--- src/rtl/lsu_mem_ctrl_if.sv ---
// Handshake bundles for the load/store unit: execute-side request/response
// channel and the data-RAM request/completion channel.
interface lsu_req_if;
  logic        req_valid;
  logic        req_ready;
  logic        req_wen;
  logic [31:0] req_addr;
  logic [31:0] req_wdata;
  logic [1:0]  req_size;
  logic        req_unsigned;
  logic        resp_valid;
  logic        resp_ready;
  logic [31:0] resp_rdata;
  logic [1:0]  resp_err;

  modport master (
    output req_valid, req_wen, req_addr, req_wdata, req_size, req_unsigned, resp_ready,
    input  req_ready, resp_valid, resp_rdata, resp_err
  );
  modport slave (
    input  req_valid, req_wen, req_addr, req_wdata, req_size, req_unsigned, resp_ready,
    output req_ready, resp_valid, resp_rdata, resp_err
  );
endinterface

interface lsu_mem_if;
  logic        mem_valid;
  logic        mem_wen;
  logic [31:0] mem_addr;
  logic [31:0] mem_wdata;
  logic [3:0]  mem_wmask;
  logic        mem_ready;
  logic        mem_rvalid;
  logic [31:0] mem_rdata;

  modport master (
    output mem_valid, mem_wen, mem_addr, mem_wdata, mem_wmask,
    input  mem_ready, mem_rvalid, mem_rdata
  );
  modport slave (
    input  mem_valid, mem_wen, mem_addr, mem_wdata, mem_wmask,
    output mem_ready, mem_rvalid, mem_rdata
  );
endinterface

--- src/rtl/lsu_mem_ctrl.sv ---
// Load/store unit in front of the data RAM: alignment checks, byte-lane
// generation, single outstanding memory access with timeout, extended load data.
module lsu_mem_ctrl #(
  parameter int unsigned TIMEOUT = 255
) (
  input  logic      i_clk,
  input  logic      i_rst_n,
  lsu_req_if.slave  i_req,
  lsu_mem_if.master o_mem
);

  localparam int unsigned AW    = 32;
  localparam int unsigned DW    = 32;
  localparam int unsigned MW    = DW / 8;
  localparam int unsigned CNT_W = (TIMEOUT > 1) ? $clog2(TIMEOUT) : 1;

  localparam logic [1:0] SZ_B      = 2'b00;
  localparam logic [1:0] SZ_H      = 2'b01;
  localparam logic [1:0] SZ_W      = 2'b10;
  localparam logic [1:0] ERR_OK    = 2'b00;
  localparam logic [1:0] ERR_ALIGN = 2'b01;
  localparam logic [1:0] ERR_TMO   = 2'b10;

  typedef enum logic [1:0] {S_IDLE, S_ISSUE, S_WAIT, S_RESP} state_t;

  state_t             r_state;
  state_t             w_state_nxt;
  logic               r_req_ready;
  logic               r_mem_valid;
  logic               r_mem_wen;
  logic [AW-1:0]      r_mem_addr;
  logic [DW-1:0]      r_mem_wdata;
  logic [MW-1:0]      r_mem_wmask;
  logic               r_resp_valid;
  logic [DW-1:0]      r_resp_rdata;
  logic [1:0]         r_resp_err;
  logic [CNT_W-1:0]   r_cnt;
  logic [CNT_W-1:0]   w_cnt_nxt;
  logic [1:0]         r_off;
  logic [1:0]         r_size;
  logic               r_uns;

  logic               w_accept;
  logic               w_illegal;
  logic [1:0]         w_off;
  logic [MW-1:0]      w_wmask;
  logic [DW-1:0]      w_wdata;
  logic [DW-1:0]      w_ld_shift;
  logic [DW-1:0]      w_ld_data;
  logic               w_resp_load;
  logic [DW-1:0]      w_resp_rdata;
  logic [1:0]         w_resp_err;

  assign w_accept = i_req.req_valid & r_req_ready;

  // Alignment check and lane generation from the incoming request
  always_comb begin
    w_off     = i_req.req_addr[1:0];
    w_wmask   = 4'b1111;
    w_wdata   = i_req.req_wdata;
    w_illegal = 1'b0;
    case (i_req.req_size)
      SZ_B: begin
        w_wmask = 4'b0001 << w_off;
        w_wdata = {4{i_req.req_wdata[7:0]}};
      end
      SZ_H: begin
        w_wmask   = 4'b0011 << w_off;
        w_wdata   = {2{i_req.req_wdata[15:0]}};
        w_illegal = w_off[0];
      end
      SZ_W:    w_illegal = |w_off;
      default: w_illegal = 1'b1;
    endcase
  end

  // Lane-shift and extend the returned word; stores return zero
  always_comb begin
    w_ld_shift = o_mem.mem_rdata >> {r_off, 3'b000};
    w_ld_data  = w_ld_shift;
    case (r_size)
      SZ_B: w_ld_data = r_uns ? {24'd0, w_ld_shift[7:0]}
                              : {{24{w_ld_shift[7]}}, w_ld_shift[7:0]};
      SZ_H: w_ld_data = r_uns ? {16'd0, w_ld_shift[15:0]}
                              : {{16{w_ld_shift[15]}}, w_ld_shift[15:0]};
      default: ;
    endcase
    if (r_mem_wen) w_ld_data = '0;
  end

  always_comb begin
    w_state_nxt  = r_state;
    w_cnt_nxt    = r_cnt;
    w_resp_load  = 1'b0;
    w_resp_rdata = '0;
    w_resp_err   = ERR_OK;
    case (r_state)
      S_IDLE: begin
        if (w_accept) begin
          if (w_illegal) begin
            w_state_nxt = S_RESP;
            w_resp_load = 1'b1;
            w_resp_err  = ERR_ALIGN;
          end else begin
            w_state_nxt = S_ISSUE;
          end
        end
      end
      S_ISSUE: begin
        if (o_mem.mem_ready) begin
          w_cnt_nxt = '0;
          if (o_mem.mem_rvalid) begin
            w_state_nxt  = S_RESP;
            w_resp_load  = 1'b1;
            w_resp_rdata = w_ld_data;
          end else begin
            w_state_nxt = S_WAIT;
          end
        end
      end
      S_WAIT: begin
        w_cnt_nxt = r_cnt + CNT_W'(1);
        if (o_mem.mem_rvalid) begin
          w_state_nxt  = S_RESP;
          w_resp_load  = 1'b1;
          w_resp_rdata = w_ld_data;
        end else if ((TIMEOUT > 0) && (r_cnt == CNT_W'(TIMEOUT - 1))) begin
          w_state_nxt = S_RESP;
          w_resp_load = 1'b1;
          w_resp_err  = ERR_TMO;
        end
      end
      S_RESP: begin
        if (i_req.resp_ready) w_state_nxt = S_IDLE;
      end
      default: w_state_nxt = S_IDLE;
    endcase
  end

  // Handshake outputs are registered from the next state so they line up with it
  always_ff @(posedge i_clk or negedge i_rst_n) begin
    if (!i_rst_n) begin
      r_state      <= S_IDLE;
      r_req_ready  <= 1'b0;
      r_mem_valid  <= 1'b0;
      r_mem_wen    <= 1'b0;
      r_mem_addr   <= '0;
      r_mem_wdata  <= '0;
      r_mem_wmask  <= '0;
      r_resp_valid <= 1'b0;
      r_resp_rdata <= '0;
      r_resp_err   <= ERR_OK;
      r_cnt        <= '0;
      r_off        <= '0;
      r_size       <= '0;
      r_uns        <= 1'b0;
    end else begin
      r_state      <= w_state_nxt;
      r_req_ready  <= (w_state_nxt == S_IDLE);
      r_mem_valid  <= (w_state_nxt == S_ISSUE);
      r_resp_valid <= (w_state_nxt == S_RESP);
      r_cnt        <= w_cnt_nxt;
      if (w_accept) begin
        r_mem_wen   <= i_req.req_wen;
        r_mem_addr  <= {i_req.req_addr[AW-1:2], 2'b00};
        r_mem_wdata <= w_wdata;
        r_mem_wmask <= w_wmask;
        r_off       <= w_off;
        r_size      <= i_req.req_size;
        r_uns       <= i_req.req_unsigned;
      end
      if (w_resp_load) begin
        r_resp_rdata <= w_resp_rdata;
        r_resp_err   <= w_resp_err;
      end
    end
  end

  assign i_req.req_ready  = r_req_ready;
  assign i_req.resp_valid = r_resp_valid;
  assign i_req.resp_rdata = r_resp_rdata;
  assign i_req.resp_err   = r_resp_err;
  assign o_mem.mem_valid  = r_mem_valid;
  assign o_mem.mem_wen    = r_mem_wen;
  assign o_mem.mem_addr   = r_mem_addr;
  assign o_mem.mem_wdata  = r_mem_wdata;
  assign o_mem.mem_wmask  = r_mem_wmask;

endmodule
--- src/flat_wrapper.sv ---
// flat-port wrapper written by rule: the top's interface ports become plain ports
module lsu_mem_ctrl_flat 
#(
  parameter int unsigned TIMEOUT = 255
)
  (i_clk, i_rst_n, i_req_req_valid, i_req_req_wen, i_req_req_addr, i_req_req_wdata, i_req_req_size, i_req_req_unsigned, i_req_resp_ready, i_req_req_ready, i_req_resp_valid, i_req_resp_rdata, i_req_resp_err, o_mem_mem_valid, o_mem_mem_wen, o_mem_mem_addr, o_mem_mem_wdata, o_mem_mem_wmask, o_mem_mem_ready, o_mem_mem_rvalid, o_mem_mem_rdata);
  lsu_req_if i_req_i ();
  lsu_mem_if o_mem_i ();
  input  logic i_clk;
  input  logic i_rst_n;
  input wire logic [$bits(i_req_i.req_valid)-1:0] i_req_req_valid;
  input wire logic [$bits(i_req_i.req_wen)-1:0] i_req_req_wen;
  input wire logic [$bits(i_req_i.req_addr)-1:0] i_req_req_addr;
  input wire logic [$bits(i_req_i.req_wdata)-1:0] i_req_req_wdata;
  input wire logic [$bits(i_req_i.req_size)-1:0] i_req_req_size;
  input wire logic [$bits(i_req_i.req_unsigned)-1:0] i_req_req_unsigned;
  input wire logic [$bits(i_req_i.resp_ready)-1:0] i_req_resp_ready;
  output wire logic [$bits(i_req_i.req_ready)-1:0] i_req_req_ready;
  output wire logic [$bits(i_req_i.resp_valid)-1:0] i_req_resp_valid;
  output wire logic [$bits(i_req_i.resp_rdata)-1:0] i_req_resp_rdata;
  output wire logic [$bits(i_req_i.resp_err)-1:0] i_req_resp_err;
  output wire logic [$bits(o_mem_i.mem_valid)-1:0] o_mem_mem_valid;
  output wire logic [$bits(o_mem_i.mem_wen)-1:0] o_mem_mem_wen;
  output wire logic [$bits(o_mem_i.mem_addr)-1:0] o_mem_mem_addr;
  output wire logic [$bits(o_mem_i.mem_wdata)-1:0] o_mem_mem_wdata;
  output wire logic [$bits(o_mem_i.mem_wmask)-1:0] o_mem_mem_wmask;
  input wire logic [$bits(o_mem_i.mem_ready)-1:0] o_mem_mem_ready;
  input wire logic [$bits(o_mem_i.mem_rvalid)-1:0] o_mem_mem_rvalid;
  input wire logic [$bits(o_mem_i.mem_rdata)-1:0] o_mem_mem_rdata;
  assign i_req_i.req_valid = i_req_req_valid;
  assign i_req_i.req_wen = i_req_req_wen;
  assign i_req_i.req_addr = i_req_req_addr;
  assign i_req_i.req_wdata = i_req_req_wdata;
  assign i_req_i.req_size = i_req_req_size;
  assign i_req_i.req_unsigned = i_req_req_unsigned;
  assign i_req_i.resp_ready = i_req_resp_ready;
  assign i_req_req_ready = i_req_i.req_ready;
  assign i_req_resp_valid = i_req_i.resp_valid;
  assign i_req_resp_rdata = i_req_i.resp_rdata;
  assign i_req_resp_err = i_req_i.resp_err;
  assign o_mem_mem_valid = o_mem_i.mem_valid;
  assign o_mem_mem_wen = o_mem_i.mem_wen;
  assign o_mem_mem_addr = o_mem_i.mem_addr;
  assign o_mem_mem_wdata = o_mem_i.mem_wdata;
  assign o_mem_mem_wmask = o_mem_i.mem_wmask;
  assign o_mem_i.mem_ready = o_mem_mem_ready;
  assign o_mem_i.mem_rvalid = o_mem_mem_rvalid;
  assign o_mem_i.mem_rdata = o_mem_mem_rdata;
  lsu_mem_ctrl #(.TIMEOUT(TIMEOUT)) u_core (.i_clk(i_clk), .i_rst_n(i_rst_n), .i_req(i_req_i), .o_mem(o_mem_i));
endmodule
--- config.mk ---
export PLATFORM = sky130hd
export DESIGN_NAME = lsu_mem_ctrl_flat
export DESIGN_NICKNAME = d
export VERILOG_FILES = /design/src/rtl/lsu_mem_ctrl_if.sv /design/src/rtl/lsu_mem_ctrl.sv /design/src/flat_wrapper.sv
export SDC_FILE = /design/constraint.sdc
export NUM_CORES = 1
export LEC_CHECK = 0
export CAP_MARGIN = 5
export CORE_MARGIN = 4
export CORE_UTILIZATION = 30
export DETAILED_ROUTE_END_ITERATION = 8
export PLACE_DENSITY = 0.55
export RECOVER_POWER = 100
export SLEW_MARGIN = 15
export SYNTH_ARGS = -nofsm -noshare
export SYNTH_HDL_FRONTEND = slang
export SYNTH_SLANG_ARGS = --single-unit
export TNS_END_PERCENT = 1
--- constraint.sdc ---
create_clock -name i_clk -period 2.7 [get_ports i_clk]
set_input_delay 0.27 -clock i_clk [delete_from_list [all_inputs] [get_ports i_clk]]
set_output_delay 0.27 -clock i_clk [all_outputs]
set_load 0.1 [all_outputs]
==> results.md, run 1 <==
| Metric | Value | Unit |
|---|---|---|
| Placement Rows | 50 | - |
| Routed vias/inst | 4.83 | - |
| Area share of the largest cell type after synthesis | 50.6 | % |
| Cell with the most instances after synthesis | sky130_fd_sc_hd__dfrtp_1 | - |
| Average instance area after synthesis | 10.8 | µm² |
| Synth Instances | 545 | - |
| Setup Crit Path Kind | reg -> reg | - |
| Count of final max-slew check failures | 30 | - |
| Detailed router's first-iteration violation count | 240 | - |
| Worst skew pair latency | 0.41 | ns |
| Longest Clk Path Bufs | 2 | - |
| Multi-input combinational cell area | 2620 | µm² |
| Number of diodes | 0 | - |
| Count of pins on the block boundary | 212 | - |
| Final critical-path required period | 2.27 | ns |
| Chip Width | 148 | µm |
| Starting density of the core | 30.9 | % |
| Global-route wire length before repair | 29.4 | mm |
| Transition at the pin with the smallest max-transition slack | 1.51 | ns |
| CTS tree | done | - |
| Number of max-capacitance violations reported | 1 | - |
| Total number of vias | 4934 | - |
| P&R area growth vs syn | 38.1 | % |
| Final hold viol count | 0 | - |
| Sequential cell area fraction in the yosys report | 50.6 | % |
| Die area | 21900 | µm² |
| Final setup fails | 0 | - |
| H-tree levels | 4 | - |
| Sinks on Clock Net | 119 | - |
| Status | finished with violations | - |
| Final weighted congestion in routability-driven placement | 0.856 | - |
| Port-buffer cells | 209 | - |
| Synth cell types | 49 | - |
| Largest net degree at the start of global routing | 66 | - |
| Top cells by count, synth | 119 x sky130_fd_sc_hd__dfrtp_1, 74 x sky130_fd_sc_hd__nand2_1, 44 x sky130_fd_sc_hd__mux2_2 | - |
| Leading post-synthesis cells by cell area | sky130_fd_sc_hd__dfrtp_1 51%, sky130_fd_sc_hd__mux2_2 8.4%, sky130_fd_sc_hd__mux2i_1 7.3% | - |
| Origin of the worst min-delay path | i_req_req_addr[29] | - |
| Share of layout cells above drive strength 1 | 13.0 | % |
| Signal arrival time at the worst endpoint | 2.57 | ns |
| Endpoint required time on the critical path | 3.00 | ns |
| FF/Latch Area | 2980 | µm² |
| Number of nets still failing antenna checks after routing | 0 | - |
| Remaining design rule violation count | 0 | - |
| Proportion of register bits with asynchronous set or reset after synthesis | 100 | % |
| Detailed-route wire length | 18.4 | mm |
| Number of synthesized flops with an enable pin | 0 | - |
| Setup repair after global routing missed its margin | no | - |
| Maximum clock rate | 441 | MHz |
| Max Clock Skew | 0.00957 | ns |
| Most instantiated flip-flop cell in the synthesis netlist | sky130_fd_sc_hd__dfrtp_1 | - |
| Average routed wire per standard cell | 18.0 | µm |
| Global route total overflow | 0 | - |
| Core area | 19000 | µm² |
| Worst setup startpoint | u_core.r_state[1] | - |
| Critical-path maximum fanout | 65 | - |
| Type of the worst min-delay path | in -> reg | - |
| Clock input transition at the sequential cells of the worst setup and hold paths | 0.06 | ns |
| Slew Limit Headroom | -0.496 | % |
| Combined global-route utilization of all metal layers | 17.0 | % |
| Kind of start point of the critical path | flip-flop | - |
| CTS Root Cell | sky130_fd_sc_hd__clkbuf_16 | - |
| Die extent in y | 148 | µm |
| Violated checks | capacitance limit, slew limit | - |
| Area leader, netlist | sky130_fd_sc_hd__dfrtp_1 | - |
| Reg-to-reg critical path startpoint | u_core.r_state[1] | - |
| Cell area after synthesis | 5880 | µm² |
| Final period utilization | 84.1 | % |
| Fill cell count | 1964 | - |
| Antenna violations before repair | 1 | - |
| Critical path capture point type | flip-flop | - |
| Setup TNS | 0 | ns |
| Cts bufs inserted | 17 | - |
| Detailed Place HPWL | 13.8 | mm |
| Flops & latches, synth | 119 | - |
| Detailed Routing Iterations Pass 1 | 4 | - |
| Count of synthesis-stage warnings from yosys | 0 | - |
| Nets | 860 | - |
| Via count of the first global-routing pass | 5276 | - |
## cells by family (layout without fill, tap and decap cells)
family          Yosys count  after routing  synth area share, %
fa+ha+maj                 6              6                 1.28
mux                      88             88                 16.0
compound gates          141            141                 16.4
flops                   119            119                 50.6
xor+xnor                  3              3                0.447
other cells               1              2               0.0637
buf+inv                  50            265                 4.66
simple gates            137            137                 10.6
## layer usage
metal | global-route usage (%) | share of wire (%) | vias up
li1 | - | - | 2337
met4 | 4.53 | 0.99 | 2
met2 | 26.3 | 45 | 211
met3 | 8.23 | 11 | 14
met1 | 21.4 | 42 | 2370
met5 | 0 | 0.071 | -
## placed cells by master, fill, tap and decap left out, types with 3 or more instances in the layout
cell / synthesis / final
sky130_fd_sc_hd__o21ai_0: 43 / 43
sky130_fd_sc_hd__clkdlybuf4s50_1: 0 / 103
sky130_fd_sc_hd__or2_2: 4 / 4
sky130_fd_sc_hd__a21o_1: 7 / 7
sky130_fd_sc_hd__nand3_1: 3 / 3
sky130_fd_sc_hd__mux2i_1: 43 / 43
sky130_fd_sc_hd__o21a_1: 7 / 7
sky130_fd_sc_hd__a2111oi_0: 0 / 7
sky130_fd_sc_hd__nand2_1: 74 / 74
sky130_fd_sc_hd__dfrtp_1: 119 / 119
sky130_fd_sc_hd__nor3_1: 5 / 5
sky130_fd_sc_hd__xnor2_1: 3 / 3
sky130_fd_sc_hd__clkbuf_16: 0 / 17
sky130_fd_sc_hd__a21boi_0: 8 / 8
sky130_fd_sc_hd__nor2_1: 25 / 25
sky130_fd_sc_hd__a21oi_1: 21 / 21
sky130_fd_sc_hd__clkinvlp_4: 0 / 5
sky130_fd_sc_hd__clkbuf_1: 15 / 109
sky130_fd_sc_hd__a211oi_1: 7 / 7
sky130_fd_sc_hd__buf_12: 0 / 4
sky130_fd_sc_hd__buf_4: 4 / 5
sky130_fd_sc_hd__o31ai_1: 27 / 27
sky130_fd_sc_hd__ha_1: 6 / 6
sky130_fd_sc_hd__mux2_2: 44 / 44
sky130_fd_sc_hd__nor2b_1: 11 / 11
sky130_fd_sc_hd__inv_1: 10 / 10
sky130_fd_sc_hd__nand4_1: 3 / 3
## state kept, by name (all words and copies together) (netlist names)
| signal | cells |
|---|---|
| u_core.i_req.resp_rdata | 32 |
| u_core.o_mem.mem_wdata | 32 |
| u_core.o_mem.mem_addr | 30 |
| u_core.r_cnt | 8 |
| u_core.o_mem.mem_wmask | 4 |
| u_core.i_req.resp_err | 2 |
| u_core.r_off | 2 |
| u_core.r_size | 2 |
| u_core.r_state | 2 |
| u_core.i_req.req_ready | 1 |
| u_core.i_req.resp_valid | 1 |
| u_core.o_mem.mem_valid | 1 |
| u_core.o_mem.mem_wen | 1 |
| u_core.r_uns | 1 |
## per-stage QoR
step | util, % | instance area [µm²] | setup WS [ns] | std cells | hold WS (ns)
after floorplan | - | 5890 | 0.665 | 546 | -0.0256
after global placement | 41.9 | 7960 | 0.529 | 988 | 0.327
after detailed placement | 41.9 | 7960 | 0.387 | 988 | 0.327
after CTS | 45.0 | 8560 | 0.489 | 1021 | 0.446
after global routing | 42.7 | 8120 | 0.227 | 1021 | 0.448
final | 42.7 | 8120 | 0.431 | 1021 | 0.470
## path summary, 6_finish.rpt
path                                               to  slack [ns]  cells after the start
max                        u_core.i_req.resp_rdata[0]        0.43                      8
min                         u_core.o_mem.mem_addr[29]        0.47                      2
max reg2reg                u_core.i_req.resp_rdata[0]        0.43                      8
min reg2reg                u_core.o_mem.mem_wdata[12]        0.48                      2
max in group asynchronous  u_core.i_req.resp_rdata[9]        1.19                      3
min in group asynchronous  u_core.i_req.resp_rdata[4]        0.66                      2
## critical path: stages, from the launching register on
cell and delay (ns):
sky130_fd_sc_hd__dfrtp_1 0.40, sky130_fd_sc_hd__inv_1 0.09, sky130_fd_sc_hd__ha_1 0.28, sky130_fd_sc_hd__and2_0 0.22, sky130_fd_sc_hd__o21a_4 0.23, sky130_fd_sc_hd__o31ai_4 0.27, sky130_fd_sc_hd__buf_12 0.29, sky130_fd_sc_hd__a2111oi_0 0.14
sky130_fd_sc_hd__a21o_1 0.21
## what timing repair did
| item | 4_1_cts | 5_1_grt |
|---|---|---|
| setup buffers | 0 | 0 |
| gates resized for setup | 0 | 0 |
| endpoints found under the hold margin | 41 | 0 |
| hold buffers | 1 | 0 |
## cell type report
cell class,instances,share of cell area (%)
flip-flops and latches,119,36.7
multi-input cells,377,32.2
repair buffers,223,19.5
clock buffers,21,5.67
well taps,260,4.00
clock inverters,11,1.54
inverters,10,0.462
Power of run 1 is not shown: default switching activity piles up to over one toggle a cycle in this logic, so the estimate is an artifact.
==> inputs of run 2 (changes only) <==
--- a/config.mk
+++ b/config.mk
@@ -9,7 +9,7 @@
 export CORE_MARGIN = 4
 export CORE_UTILIZATION = 30
 export DETAILED_ROUTE_END_ITERATION = 8
-export PLACE_DENSITY = 0.55
+export PLACE_DENSITY = 0.58
 export RECOVER_POWER = 100
 export SLEW_MARGIN = 15
 export SYNTH_ARGS = -nofsm -noshare
==> constraint.sdc (replaced) <==
create_clock -name i_clk -period 1.91 [get_ports i_clk]
set_input_delay 0.191 -clock i_clk [delete_from_list [all_inputs] [get_ports i_clk]]
set_output_delay 0.191 -clock i_clk [all_outputs]
set_load 0.1 [all_outputs]
==> run 2 against run 1 <==
Compared with the run above: the run ends with setup timing left; count of clock-buffer cells in the layout fell by 2; cell count rose by 4.4%; sequential cell count unchanged; die area did not move; sequential share of layout area decreased by 3.9 points; clock skew is 0.00093 ns higher; core utilization increased by 5.1 points; critical endpoint is now u_core.i_req.resp_rdata[29]; register-to-register slack worse by 0.45 ns; via count increased by 5.1%.
==> results.md, run 2 (same netlist as run 1, synthesis figures left out) <==
| Metric | Value | Unit | Delta |
|---|---|---|---|
| Setup Crit Path Kind | reg -> reg | - |  |
| Core area | 19000 | µm² | unchanged |
| Kind of start point of the critical path | flip-flop | - |  |
| Placement-stage cell area | 8230 | µm² | +3.3% |
| Largest net degree at the start of global routing | 71 | - | +7.6% |
| Violated checks | setup timing | - |  |
| Met3 layer wire length in the routed design | 1.90 | mm | -10% |
| Critical path capture point type | flip-flop | - |  |
| Global-route wire length before repair | 29.8 | mm | +1.3% |
| Detailed Routing Iterations Pass 1 | 4 | - | unchanged |
| Antenna violations before repair | 1 | - | unchanged |
| Post-route cell area | 9090 | µm² | +12% |
| Placement Rows | 50 | - | unchanged |
| Count of pins on the block boundary | 212 | - | unchanged |
| Max Clock Skew | 0.0105 | ns | +0.000933 ns |
| Worst skew pair latency | 0.42 | ns | about the same |
| Non-filler instance count after layout | 1066 | - | +4.4% |
| Endpoint required time on the critical path | 2.23 | ns | -0.77 ns |
| Met2 Routed Length | 9.46 | mm | +14% |
| Share of layout cells above drive strength 1 | 35.9 | % | +23 points |
| P&R area growth vs syn | 54.5 | % |  |
| Sinks on Clock Net | 119 | - | unchanged |
| Final hold viol count | 0 | - | unchanged |
| Average routed wire per standard cell | 18.0 | µm | about the same |
| Final weighted congestion in routability-driven placement | 0.785 | - | -8.3% |
| Number of max-capacitance violations reported | 0 | - | -1 |
| Nets | 904 | - | +5.1% |
| Most common cell after layout, fill and taps aside | sky130_fd_sc_hd__dfrtp_1 | - |  |
| Setup slack after layout | -0.0151 | ns | -0.446 ns |
| Count of final max-slew check failures | 0 | - | -100% |
| Number of cells in the design after placement | 1018 | - | +3.0% |
| Combined global-route utilization of all metal layers | 16.9 | % | -0.098 points |
| Top metal layer carrying routed signals | met4 | - |  |
| CTS tree | done | - |  |
| Final critical-path required period | 1.93 | ns | -0.344 ns |
| Number of nets still failing antenna checks after routing | 0 | - | unchanged |
| Pre-CTS worst setup slack | -0.220 | ns | -0.608 ns |
| Final period utilization | 101 | % | +17 points |
| Signal arrival time at the worst endpoint | 2.24 | ns | -0.33 ns |
| Port-buffer cells | 209 | - | unchanged |
| Commonest cells after routing, fill and taps aside | 118 x sky130_fd_sc_hd__dfrtp_1, 105 x sky130_fd_sc_hd__clkbuf_2, 103 x sky130_fd_sc_hd__clkdlybuf4s50_1 | - |  |
| Die area | 21900 | µm² | unchanged |
| Detailed-route wire length | 19.2 | mm | +4.3% |
| Status | finished with violations | - |  |
| Detailed Place HPWL | 13.9 | mm | +0.69% |
| Type of the worst min-delay path | in -> reg | - |  |
| Cts bufs inserted | 17 | - | unchanged |
| Longest Clk Path Bufs | 2 | - | unchanged |
| Critical-path maximum fanout | 5 | - | -92% |
| Routed vias/inst | 4.86 | - | +0.65% |
| Starting density of the core | 30.9 | % | unchanged |
| CTS Root Cell | sky130_fd_sc_hd__clkbuf_16 | - |  |
| Via count of the first global-routing pass | 5475 | - | +3.8% |
| Remaining design rule violation count | 0 | - | unchanged |
| Transition at the pin with the smallest max-transition slack | 0.837 | ns | -0.670 ns |
| Metal1 wirelength | 7.64 | mm | -1.8% |
| Slew Limit Headroom | 44.2 | % | +45 points |
| Die extent in y | 148 | µm | unchanged |
| H-tree levels | 4 | - | unchanged |
| Fin Hold WS | 0.386 | ns | -0.0839 ns |
| Detailed router's first-iteration violation count | 191 | - | -20% |
| Final setup fails | 9 | - | +9 |
| Clock input transition at the sequential cells of the worst setup and hold paths | 0.06 | ns | about the same |
| Chip Width | 148 | µm | unchanged |
| Maximum clock rate | 519 | MHz | +18% |
| Total number of vias | 5185 | - | +5.1% |
| Global route total overflow | 0 | - | unchanged |
| Setup repair after global routing missed its margin | yes | - |  |
-- run 2: cell types whose count changed in the layout (fill, tap and decap cells not counted), moves of 3 or more --
cell,delta
sky130_fd_sc_hd__buf_6,+7
sky130_fd_sc_hd__a2111oi_4,+6
sky130_fd_sc_hd__clkbuf_1,-108
sky130_fd_sc_hd__o31ai_1,-20
sky130_fd_sc_hd__clkbuf_16,+5
sky130_fd_sc_hd__o31ai_4,+5
sky130_fd_sc_hd__buf_4,+30
sky130_fd_sc_hd__clkbuf_2,+103
sky130_fd_sc_hd__a2111oi_0,-7
sky130_fd_sc_hd__o31ai_2,+15
sky130_fd_sc_hd__ha_1,-3
-- run 2: layer usage --
metal	vias up	track usage, %
met5	-	0
met3	15	7.43
met4	0	4.48
met2	207	27.9
met1	2519	20.2
li1	2444	-
-- run 2: final timing paths --
kind | from | to | slack (ns) | depth (start not counted)
worst max-delay path | u_core.r_state[1] | u_core.i_req.resp_rdata[29] | -0.02 | 10
worst min-delay path | i_req_req_addr[13] | u_core.o_mem.mem_addr[13] | 0.39 | 2
worst max register to register | u_core.r_state[1] | u_core.i_req.resp_rdata[29] | -0.02 | 10
worst min register to register | u_core.o_mem.mem_wmask[0] | u_core.o_mem.mem_wmask[0] | 0.48 | 2
max in group asynchronous | i_rst_n | u_core.o_mem.mem_wdata[5] | 0.27 | 3
min in group asynchronous | i_rst_n | u_core.i_req.resp_rdata[4] | 0.42 | 2
-- run 2: per-stage QoR --
stage	utilization [%]	TNS [ns]
6_report	47.8	-0.0605
5_1_grt	47.8	-3.90
4_1_cts	46.8	-0.00207
3_5_place_dp	43.3	-2.47
3_3_place_gp	43.3	-0.458
2_1_floorplan	-	0
-- run 2: worst max-delay path: stages, from the launching register on --
cell and delay (ns):
sky130_fd_sc_hd__dfrtp_1 0.39, sky130_fd_sc_hd__inv_2 0.08, sky130_fd_sc_hd__ha_2 0.18, sky130_fd_sc_hd__and2_4 0.16, sky130_fd_sc_hd__o21a_4 0.21, sky130_fd_sc_hd__o31ai_4 0.22
sky130_fd_sc_hd__buf_6 0.17, sky130_fd_sc_hd__buf_8 0.14, sky130_fd_sc_hd__clkbuf_16 0.15, sky130_fd_sc_hd__nand2_1 0.06, sky130_fd_sc_hd__o31ai_1 0.06
-- run 2: cell type report --
| class | count | area (µm²) |
|---|---|---|
| Multi-Input combinational cell | 377 | 2940 |
| Fill cell | 1782 | 9930 |
| Antenna cell | 1 | 2.50 |
| Sequential cell | 119 | 2980 |
| Clock buffer | 19 | 453 |
| Timing Repair Buffer | 267 | 2200 |
| Clock inverter | 13 | 148 |
| Inverter | 10 | 37.5 |
| Tap cell | 260 | 325 |
-- run 2: timing repair --
action,CTS,global route
hold buffers,1,0
pin swaps,1,6
gates resized for setup,4,55
gates cloned,1,6
setup buffers,2,5
hold endpoints to repair,29,0
endpoints found under the setup margin,31,38
Power of run 2 is left out for the same reason.
==> inputs of run 3 (changes only) <==
--- a/config.mk
+++ b/config.mk
@@ -6,7 +6,7 @@
 export NUM_CORES = 1
 export LEC_CHECK = 0
 export CAP_MARGIN = 5
-export CORE_MARGIN = 4
+export CORE_MARGIN = 3
 export CORE_UTILIZATION = 30
 export DETAILED_ROUTE_END_ITERATION = 8
 export PLACE_DENSITY = 0.58
==> constraint.sdc (replaced) <==
create_clock -name i_clk -period 1.91 [get_ports i_clk]
set_input_delay 0.4775 -clock i_clk [delete_from_list [all_inputs] [get_ports i_clk]]
set_output_delay 0.4775 -clock i_clk [all_outputs]
set_load 0.1 [all_outputs]
==> run 3 against run 2 <==
Compared with the run above: the flow now finishes without violations; critical path type is now in -> reg; critical path depth decreased by 1; cell count is 0.19% lower; count of clock-buffer cells in the layout up 4; non-clock buffer count unchanged; sequential share of layout area decreased by 4.4 points; via count is 0.73% lower; largest cell class is now buffers; wire length down 1.7%; fmax up 1.1%; core utilization is 7.6 points higher; die area shrank 2.7%; worst setup slack better by 0.021 ns.
==> results.md, run 3 (same netlist as run 1, synthesis figures left out) <==
| Metric | Value | Unit | Delta |
|---|---|---|---|
| Sinks on Clock Net | 119 | - | unchanged |
| Multi-input combinational cell area | 2880 | µm² | -2.0% |
| Share of layout cells above drive strength 1 | 34.8 | % | -1.1 points |
| Type of the worst min-delay path | in -> async | - |  |
| FF/Latch Area | 2980 | µm² | unchanged |
| Chip Width | 146 | µm | -1.4% |
| Transition at the pin with the smallest max-transition slack | 0.947 | ns | +0.110 ns |
| Global-route wire length before repair | 30.4 | mm | +2.1% |
| Die extent in y | 146 | µm | -1.4% |
| Antenna violations before repair | 0 | - | -1 |
| Number of cells in the design after placement | 1028 | - | +0.98% |
| Fill cell count | 1581 | - | -11% |
| Detailed router's first-iteration violation count | 186 | - | -2.6% |
| Number of cells on the worst reg-to-reg path | 9 | - | -1 |
| Top delay family on crit path | buffers and inverters | - |  |
| Final period utilization | 99.7 | % | -1.1 points |
| Number of max-capacitance violations reported | 0 | - | unchanged |
| Hold buffer count at CTS | 0 | - | -1 |
| Setup Crit Path Kind | in -> reg | - |  |
| Worst skew pair latency | 0.40 | ns | -0.02 ns |
| CTS Root Cell | sky130_fd_sc_hd__clkbuf_16 | - |  |
| Worst R2R Setup Slack | 0.02 | ns | +0.04 ns |
| Kind of start point of the critical path | input port | - |  |
| Combined global-route utilization of all metal layers | 17.8 | % | +0.92 points |
| Count of pins on the block boundary | 212 | - | unchanged |
| Detailed Routing Iterations Pass 1 | 4 | - | unchanged |
| Slowest-stage cell, CP | sky130_fd_sc_hd__clkdlybuf4s50_1 | - |  |
| Count of final max-slew check failures | 0 | - | unchanged |
| Final setup fails | 0 | - | -9 |
| Detailed Place HPWL | 14.5 | mm | +3.8% |
| Final hold viol count | 0 | - | unchanged |
| Final weighted congestion in routability-driven placement | 0.863 | - | +10% |
| CTS tree | done | - |  |
| Critical path capture point type | flip-flop | - |  |
| Slew Limit Headroom | 36.9 | % | -7.3 points |
| Non-filler instance count after layout | 1064 | - | -0.19% |
| Signal arrival time at the worst endpoint | 2.21 | ns | -0.03 ns |
| Final critical-path required period | 1.90 | ns | -0.0212 ns |
| Port-buffer cells | 209 | - | unchanged |
| Cts bufs inserted | 17 | - | unchanged |
| Placement Rows | 50 | - | unchanged |
| Routed vias/inst | 4.84 | - | -0.55% |
| Core area | 19000 | µm² | -0.33% |
| Total number of vias | 5147 | - | -0.73% |
| Endpoint required time on the critical path | 2.22 | ns | about the same |
| Status | finished clean | - |  |
| Clock input transition at the sequential cells of the worst setup and hold paths | 0.05 | ns | about the same |
| Maximum clock rate | 525 | MHz | +1.1% |
| Most common cell after layout, fill and taps aside | sky130_fd_sc_hd__dfrtp_1 | - |  |
| Nets | 904 | - | unchanged |
| Remaining design rule violation count | 0 | - | unchanged |
| Critical path buffer and inverter count | 4 | - | unchanged |
| P&R area growth vs syn | 78.6 | % |  |
| Average routed wire per standard cell | 17.8 | µm | -1.5% |
| Global route total overflow | 0 | - | unchanged |
| Die area | 21300 | µm² | -2.7% |
| Setup repair after global routing missed its margin | yes | - |  |
| Starting density of the core | 31.0 | % | +0.10 points |
| Critical-path maximum fanout | 8 | - | +3 |
| Number of nets still failing antenna checks after routing | 0 | - | unchanged |
| H-tree levels | 4 | - | unchanged |
| Commonest cells after routing, fill and taps aside | 118 x sky130_fd_sc_hd__dfrtp_1, 112 x sky130_fd_sc_hd__buf_12, 102 x sky130_fd_sc_hd__clkdlybuf4s50_1 | - |  |
| Detailed-route wire length | 18.9 | mm | -1.7% |
| Via count of the first global-routing pass | 5528 | - | +0.97% |
| List of cells traversed by the critical path | clkdlybuf4s50_1 > nor3_4 > nor3_4 > o31ai_4 > buf_4 > buf_12 > buf_4 > nand2_1 > o31ai_2 | - |  |
| Delay of the slowest cell on the worst path | 0.49 | ns | +0.10 ns |
| Max Clock Skew | 0.00684 | ns | -0.00367 ns |
| Stages on the worst setup path | 9 | - | -1 |
| Number of diodes | 0 | - | -1 |
| Longest Clk Path Bufs | 2 | - | unchanged |
| Largest net degree at the start of global routing | 42 | - | -41% |
==> run 3: changes by cell type in the layout (fill, tap and decap cells not counted), moves of 3 or more <==
cell	change
sky130_fd_sc_hd__buf_4	+7
sky130_fd_sc_hd__o31ai_4	-4
sky130_fd_sc_hd__buf_6	-4
sky130_fd_sc_hd__clkbuf_2	-102
sky130_fd_sc_hd__clkinv_4	-3
sky130_fd_sc_hd__buf_12	+107
sky130_fd_sc_hd__clkbuf_16	-3
sky130_fd_sc_hd__o31ai_1	+10
sky130_fd_sc_hd__o31ai_2	-6
==> run 3: per-layer routing <==
layer / up-vias / global-route usage (%) / wire length (µm)
li1: 2440 / - / -
met1: 2476 / 22.0 / 7810
met2: 210 / 28.9 / 9090
met3: 21 / 7.14 / 1690
met4: 0 / 5.08 / 292
met5: - / 0 / 0
==> run 3: area by class of cell <==
class	count	area share, %
clock buffer	23	4.55
timing repair buffer	267	35.3
inverter	10	0.357
tap	260	3.10
multi-input combinational	377	27.4
sequential	119	28.3
clock inverter	8	0.940
==> run 3: path summary, 6_finish.rpt <==
kind,startpoint,end
worst min register to register,u_core.r_cnt[1],u_core.r_cnt[1]
worst max-delay path,i_req_req_addr[1],u_core.i_req.resp_rdata[23]
worst max register to register,u_core.r_state[1],u_core.i_req.resp_rdata[0]
max in group asynchronous,i_rst_n,u_core.i_req.req_ready
worst min-delay path,i_rst_n,u_core.i_req.resp_rdata[9]
min in group i_clk,u_core.r_cnt[1],u_core.r_cnt[1]
==> run 3: stage by stage <==
step | setup slack (ns) | hold WS (ns) | instance area (µm²) | TNS, ns | util, %
2_1_floorplan | 0.0190 | 0.182 | 5890 | 0 | -
3_3_place_gp | -0.417 | 0.457 | 9640 | -15.83 | 50.9
3_5_place_dp | -0.493 | 0.465 | 9640 | -18.13 | 50.9
4_1_cts | -0.0178 | 0.0315 | 10200 | -0.0920 | 54.0
5_1_grt | -0.105 | 0.204 | 10500 | -2.00 | 55.4
6_report | 0.00610 | 0.176 | 10500 | 0 | 55.4
==> run 3: worst reg2reg max path: stages (launching register included) <==
cell	delay [ns]
sky130_fd_sc_hd__dfrtp_1	0.39
sky130_fd_sc_hd__buf_4	0.14
sky130_fd_sc_hd__ha_4	0.15
sky130_fd_sc_hd__nand4_1	0.13
sky130_fd_sc_hd__nor2_2	0.20
sky130_fd_sc_hd__o31ai_4	0.09
sky130_fd_sc_hd__buf_4	0.15
sky130_fd_sc_hd__buf_12	0.14
sky130_fd_sc_hd__a2111oi_2	0.32
sky130_fd_sc_hd__a21o_1	0.12
==> run 3: timing repair <==
action,in CTS,in global routing
resized for setup,3,43
endpoints found under the setup margin,30,35
buffers inserted,0,3
cloned,0,2
pin swaps,1,6
Power of run 3 is left out for the same reason.
